**config.mk**
```make
export PLATFORM = sky130hd
export DESIGN_NAME = multicycle_main_fsm
export DESIGN_NICKNAME = d
export VERILOG_FILES = /design/src/rtl/multicycle_main_fsm.sv
export SDC_FILE = /design/constraint.sdc
export NUM_CORES = 1
export LEC_CHECK = 0
export CAP_MARGIN = 30
export CORE_MARGIN = 2
export CORE_UTILIZATION = 22
export DETAILED_ROUTE_END_ITERATION = 10
export GPL_TIMING_DRIVEN = 0
export PLACE_DENSITY_LB_ADDON = 0.2
export SYNTH_ARGS = -nofsm -noshare
export SYNTH_HDL_FRONTEND = slang
export SYNTH_SLANG_ARGS = --single-unit
```
**constraint.sdc**
```tcl
create_clock -name CLK -period 2.06 [get_ports CLK]
set_input_delay 0.515 -clock CLK [delete_from_list [all_inputs] [get_ports CLK]]
set_output_delay 0.515 -clock CLK [all_outputs]
set_load 0.03 [all_outputs]
```
**src/rtl/multicycle_main_fsm.sv**
```systemverilog
// Main control FSM of the multicycle computer.
// Each instruction is sequenced through FETCH and DECODE, then through one of
// the execute, memory or branch paths, and back to FETCH. Control values are
// Moore outputs of the current state. The architectural write enables are also
// gated by COND_EX, and all of them are forced low while RESET_N is asserted.

module multicycle_main_fsm (
    input  logic        CLK,
    input  logic        RESET_N,
    input  logic [31:0] INSTRUCTION,
    input  logic        COND_EX,
    output logic        PC_WRITE,
    output logic        IR_WRITE,
    output logic        REG_WRITE,
    output logic        MEM_WRITE,
    output logic        FLAG_WRITE,
    output logic        ADR_SRC,
    output logic        ALU_SRC_A,
    output logic [1:0]  ALU_SRC_B,
    output logic        ALU_OP,
    output logic [1:0]  RESULT_SRC,
    output logic [3:0]  STATE
);

    // State encodings are fixed because they are visible on the STATE debug port.
    typedef enum logic [3:0] {
        S_FETCH  = 4'd0,
        S_DECODE = 4'd1,
        S_MEMADR = 4'd2,
        S_MEMRD  = 4'd3,
        S_MEMWB  = 4'd4,
        S_MEMWR  = 4'd5,
        S_EXECR  = 4'd6,
        S_EXECI  = 4'd7,
        S_ALUWB  = 4'd8,
        S_BRANCH = 4'd9
    } state_t;

    // Operand-B and result-bus select codes.
    localparam logic [1:0] SRCB_REG   = 2'b00;
    localparam logic [1:0] SRCB_IMM   = 2'b01;
    localparam logic [1:0] SRCB_FOUR  = 2'b10;
    localparam logic [1:0] RES_ALUOUT = 2'b00;
    localparam logic [1:0] RES_MEM    = 2'b01;
    localparam logic [1:0] RES_ALU    = 2'b10;

    // Instruction-type encodings of the op field.
    localparam logic [1:0] OP_DP  = 2'b00;
    localparam logic [1:0] OP_MEM = 2'b01;
    localparam logic [1:0] OP_BR  = 2'b10;

    state_t state_q;
    state_t state_d;

    // Instruction fields, same layout as the instruction decoder.
    logic [1:0] op;
    logic       imm_bit;
    logic [3:0] cmd;
    logic       s_or_l;
    logic       no_write;

    assign op       = INSTRUCTION[27:26];
    assign imm_bit  = INSTRUCTION[25];
    assign cmd      = INSTRUCTION[24:21];
    assign s_or_l   = INSTRUCTION[20];

    // TST/TEQ/CMP/CMN only update flags, never the register file.
    assign no_write = (op == OP_DP) && (cmd[3:2] == 2'b10);

    // Condition field and operand fields are consumed elsewhere in the datapath.
    logic unused_instr_bits;
    assign unused_instr_bits = ^{INSTRUCTION[31:28], INSTRUCTION[19:0]};

    // Ungated per-state write requests.
    logic next_pc;
    logic ir_w;
    logic regw;
    logic memw;
    logic flagw;
    logic branch;

    // State register; reset puts the machine in FETCH immediately.
    always_ff @(posedge CLK or negedge RESET_N) begin
        if (!RESET_N) begin
            state_q <= S_FETCH;
        end else begin
            state_q <= state_d;
        end
    end

    // Next-state selection and Moore control values for the current state.
    always_comb begin
        state_d    = S_FETCH;
        next_pc    = 1'b0;
        ir_w       = 1'b0;
        regw       = 1'b0;
        memw       = 1'b0;
        flagw      = 1'b0;
        branch     = 1'b0;
        ADR_SRC    = 1'b0;
        ALU_SRC_A  = 1'b0;
        ALU_SRC_B  = SRCB_REG;
        ALU_OP     = 1'b0;
        RESULT_SRC = RES_ALUOUT;

        case (state_q)
            S_FETCH: begin
                // Read instruction at PC and compute PC+4 on the live ALU output.
                state_d    = S_DECODE;
                ir_w       = 1'b1;
                next_pc    = 1'b1;
                ADR_SRC    = 1'b0;
                ALU_SRC_A  = 1'b1;
                ALU_SRC_B  = SRCB_FOUR;
                ALU_OP     = 1'b0;
                RESULT_SRC = RES_ALU;
            end
            S_DECODE: begin
                // Registers are read; the ALU forms PC+8 for use as R15.
                ALU_SRC_A  = 1'b1;
                ALU_SRC_B  = SRCB_FOUR;
                ALU_OP     = 1'b0;
                RESULT_SRC = RES_ALU;
                case (op)
                    OP_DP:   state_d = imm_bit ? S_EXECI : S_EXECR;
                    OP_MEM:  state_d = S_MEMADR;
                    OP_BR:   state_d = S_BRANCH;
                    default: state_d = S_FETCH;
                endcase
            end
            S_MEMADR: begin
                // Base register plus immediate offset gives the address.
                state_d   = s_or_l ? S_MEMRD : S_MEMWR;
                ALU_SRC_B = SRCB_IMM;
            end
            S_MEMRD: begin
                state_d = S_MEMWB;
                ADR_SRC = 1'b1;
            end
            S_MEMWB: begin
                state_d    = S_FETCH;
                RESULT_SRC = RES_MEM;
                regw       = 1'b1;
            end
            S_MEMWR: begin
                state_d = S_FETCH;
                ADR_SRC = 1'b1;
                memw    = 1'b1;
            end
            S_EXECR: begin
                state_d   = S_ALUWB;
                ALU_SRC_B = SRCB_REG;
                ALU_OP    = 1'b1;
                flagw     = s_or_l;
            end
            S_EXECI: begin
                state_d   = S_ALUWB;
                ALU_SRC_B = SRCB_IMM;
                ALU_OP    = 1'b1;
                flagw     = s_or_l;
            end
            S_ALUWB: begin
                state_d = S_FETCH;
                regw    = ~no_write;
            end
            S_BRANCH: begin
                // Target = PC+8 + offset, loaded straight from the live ALU.
                state_d    = S_FETCH;
                ALU_SRC_B  = SRCB_IMM;
                RESULT_SRC = RES_ALU;
                branch     = 1'b1;
            end
            default: begin
                // Illegal encodings recover to FETCH with nothing written.
                state_d = S_FETCH;
            end
        endcase
    end

    // Write enables: condition-gated where architectural, and held low in reset.
    assign IR_WRITE   = ir_w & RESET_N;
    assign PC_WRITE   = (next_pc | (branch & COND_EX)) & RESET_N;
    assign REG_WRITE  = regw  & COND_EX & RESET_N;
    assign MEM_WRITE  = memw  & COND_EX & RESET_N;
    assign FLAG_WRITE = flagw & COND_EX & RESET_N;

    assign STATE = state_q;

endmodule
```
==> reports/qor.yml <==
run_status:
  status: "finished, violations left"
  violations: "setup timing"
sta:
  clock_skew_ns: 0.00459
  relSlewSlack_pct: 79.0
  setup_violations: 1
  hold_viol_final: 0
  finalCriticalPeriod_ns: 2.11
  max_slew.worst_pin.slew_ns: 0.311
  post-route-period-util_pct: 102
  rsz0062_at_grt: "yes"
  setup_ws_ns: -0.0481
  final.setup.tns_ns: -0.0481
  maxSlewViolCount: 0
  max_freq_mhz: 474
worst_setup_path:
  crit-reg2reg-launch: "STATE[2]"
  end_kind: "primary output"
  worst_setup_path_start_kind: "input port"
  r2r_slack_ns: 0.85
  worstPathMaxFanout: 1
  r2r-end: "STATE[3]"
  crit_arrival_ns: 1.59
  worst-setup-path-type: "in -> out"
  cp.required_ns: 1.54
  worstRegToRegCells: 2
power:
  sequentialPowerShare_pct: 12.0
  switchingPower_uw: 635
  p_sw_share_pct: 50.7
  powerDensity_nw_per_um2: 1770
  p_leak_nw: 0.337
  total_power_mw: 1.25
  p_int_uw: 618
  combPwrFrac_pct: 80.4
  p_clk_share_pct: 7.5
  irDropWorstVdd_v: 0.000946
yosys:
  syn-num-nets: 82
  synth.area.top_cells: "dfrtp_1, nor2_1, buf_2"
  yosys.area.top_type: "dfrtp_1"
  synth-seq-area-share_pct: 29.0
  async_reset_ff_share_pct: 100
  synth.most_common_cell: "nor2_1"
  synth-edff-count: 0
  syn_area_um2: 345
  synth.top_cell.area_share_pct: 29.0
  syn_avg_cell_area_um2: 7.35
  yosysUniqueCellTypes: 24
  yosys_register_bits: 4
  syn_inst: 47
  synth_common_cells: "nor2_1, dfrtp_1, inv_1"
  ys.flop_type: "dfrtp_1"
  synth-warning-count: 0
detailed_routing:
  routed_wl_um: 1170
  drtAntennaViolNets: 0
  drt_iter0_drc: 9
  vias: 482
  detail_route.vias_per_cell: 4.97
  drtPass1Iterations: 4
  wire_per_inst_um: 12.1
  drc: 0
clocking:
  root_buffer: "clkbuf_4"
  cts_hold_buffers: 0
  tritoncts: "done"
  clkTransAtPathRegs_ns: 0.04
  cts.path.max_buffers: 2
  cts-buffers-inserted: 3
  clock_sinks: 4
  clkLatencyLatePin_ns: 0.23
  htreeDepth: 1
die:
  start_util_pct: 23.2
  boundaryPins: 51
  die_y_um: 43.6
  die_w_um: 43.6
  core_area_um2: 1490
  placementRows: 14
  die_area_um2: 1900
placed_design:
  place_area_um2: 647
  post-dp-hpwl_um: 736
  gp_congestion: 0.742
  port-buffer-count: 24
global_route:
  use_met2_pct: 22.1
  grt_util_met1_pct: 16.0
  grt_usage_pct: 13.6
  antenna_found_initial: 0
  gr-total-overflow: 0
  grt_pass1_wl_um: 1980
  grt_max_degree: 11
  grt_busiest_layer: "met2"
  grt_pass1_vias: 506
  met3_usage_pct: 6.25
final_layout:
  fin_area_um2: 709
  area.growth.synth_to_final_pct: 105
  largest_reg_flops: 4
  final_util_pct: 47.6
  num_antenna_cells: 0
  final_nets: 118
  drive_gt1_share_pct: 45.7
job:
  cap_violations: 0
min_path:
  hp-class: "in -> async"
==> layout make-up <==
type | instances | area [µm²]
plain buffers | 3 | 30.0
clock buffers | 3 | 22.5
fillers | 158 | 779
inverters | 5 | 18.8
multi-input cells | 34 | 253
flip-flops and latches | 4 | 103
well taps | 16 | 20.0
repair buffers | 32 | 263
==> placed cells by master (no fill, tap or decap) <==
cell type	count
clkdlybuf4s50_1	6
nor4b_4	1
buf_4	10
nand2_1	2
o22ai_2	1
clkdlybuf4s15_1	2
clkbuf_4	3
clkdlybuf4s15_2	2
dfrtp_2	2
o21a_1	1
or3b_4	1
a21boi_1	1
nand2b_1	2
nand3_1	3
buf_2	2
dlymetal6s2s_1	1
clkbuf_2	6
nor2_4	1
xnor2_1	1
inv_1	4
or2_4	1
nand2_2	1
and3_1	1
inv_2	1
nor3_1	3
o22a_1	1
o21ai_0	3
dlygate4sd2_1	2
buf_6	4
nor2_1	5
a311o_1	1
dfrtp_1	2
o41ai_1	1
a21oi_1	2
a2111oi_4	1
==> critical path, cell delays in order <==
cell and delay (ns):
clkdlybuf4s15_1 0.16, inv_1 0.04, a311o_1 0.37, a2111oi_4 0.29, buf_4 0.21
==> cell families after synthesis <==
kind of cell	Yosys count	synth area share [%]
AND/OR/NAND/NOR	21	30.8
XOR/XNOR	1	2.54
buffers and inverters	9	12.0
flip-flops	4	29.0
AO/OA/AOI/OAI	12	25.7
==> power by group through the flow <==
stage,Combinational [mW],Clock [mW],Sequential [mW]
final,1.01,0.0945,0.151
after global routing,1.08,0.108,0.156
after CTS,0.988,0.0988,0.145
after detailed placement,0.909,0,0.156
after global placement,0.912,0,0.156
after floorplan,0.539,0,0.212
==> routing by layer <==
metal	share of wire, %	wire length [µm]
met1	43	503
met2	44	511
met3	11	132
met4	1.8	21
met5	0	0
==> metrics by stage <==
stage	instances	hold slack (ns)	worst slack (ns)
2_1_floorplan	47	0.219	-0.0461
3_3_place_gp	87	0.581	-0.962
3_5_place_dp	87	0.579	-0.958
4_1_cts	96	0.272	-0.143
5_1_grt	97	0.119	-0.0942
6_report	97	0.124	-0.0481
==> what timing repair did <==
item / 4_1_cts / 5_1_grt
endpoints found under the hold margin: 0 / 0
gates resized for setup: 55 / 17
pin swaps: 3 / 2
endpoints found under the setup margin: 12 / 8
buffers inserted: 7 / 1
==> how the worst max path moves through the flow <==
stage / startpoint / endpoint / slack, ns / cells past startpoint
global placement: INSTRUCTION[27] / REG_WRITE / -0.96 / 5
floorplan: STATE[1] / ADR_SRC / -0.05 / 3
CTS: COND_EX / REG_WRITE / -0.14 / 4
finish: INSTRUCTION[23] / REG_WRITE / -0.05 / 5
detailed placement: INSTRUCTION[27] / REG_WRITE / -0.96 / 5
global route: INSTRUCTION[23] / REG_WRITE / -0.09 / 5
No activity file was read; power rests on OpenSTA's default activity.
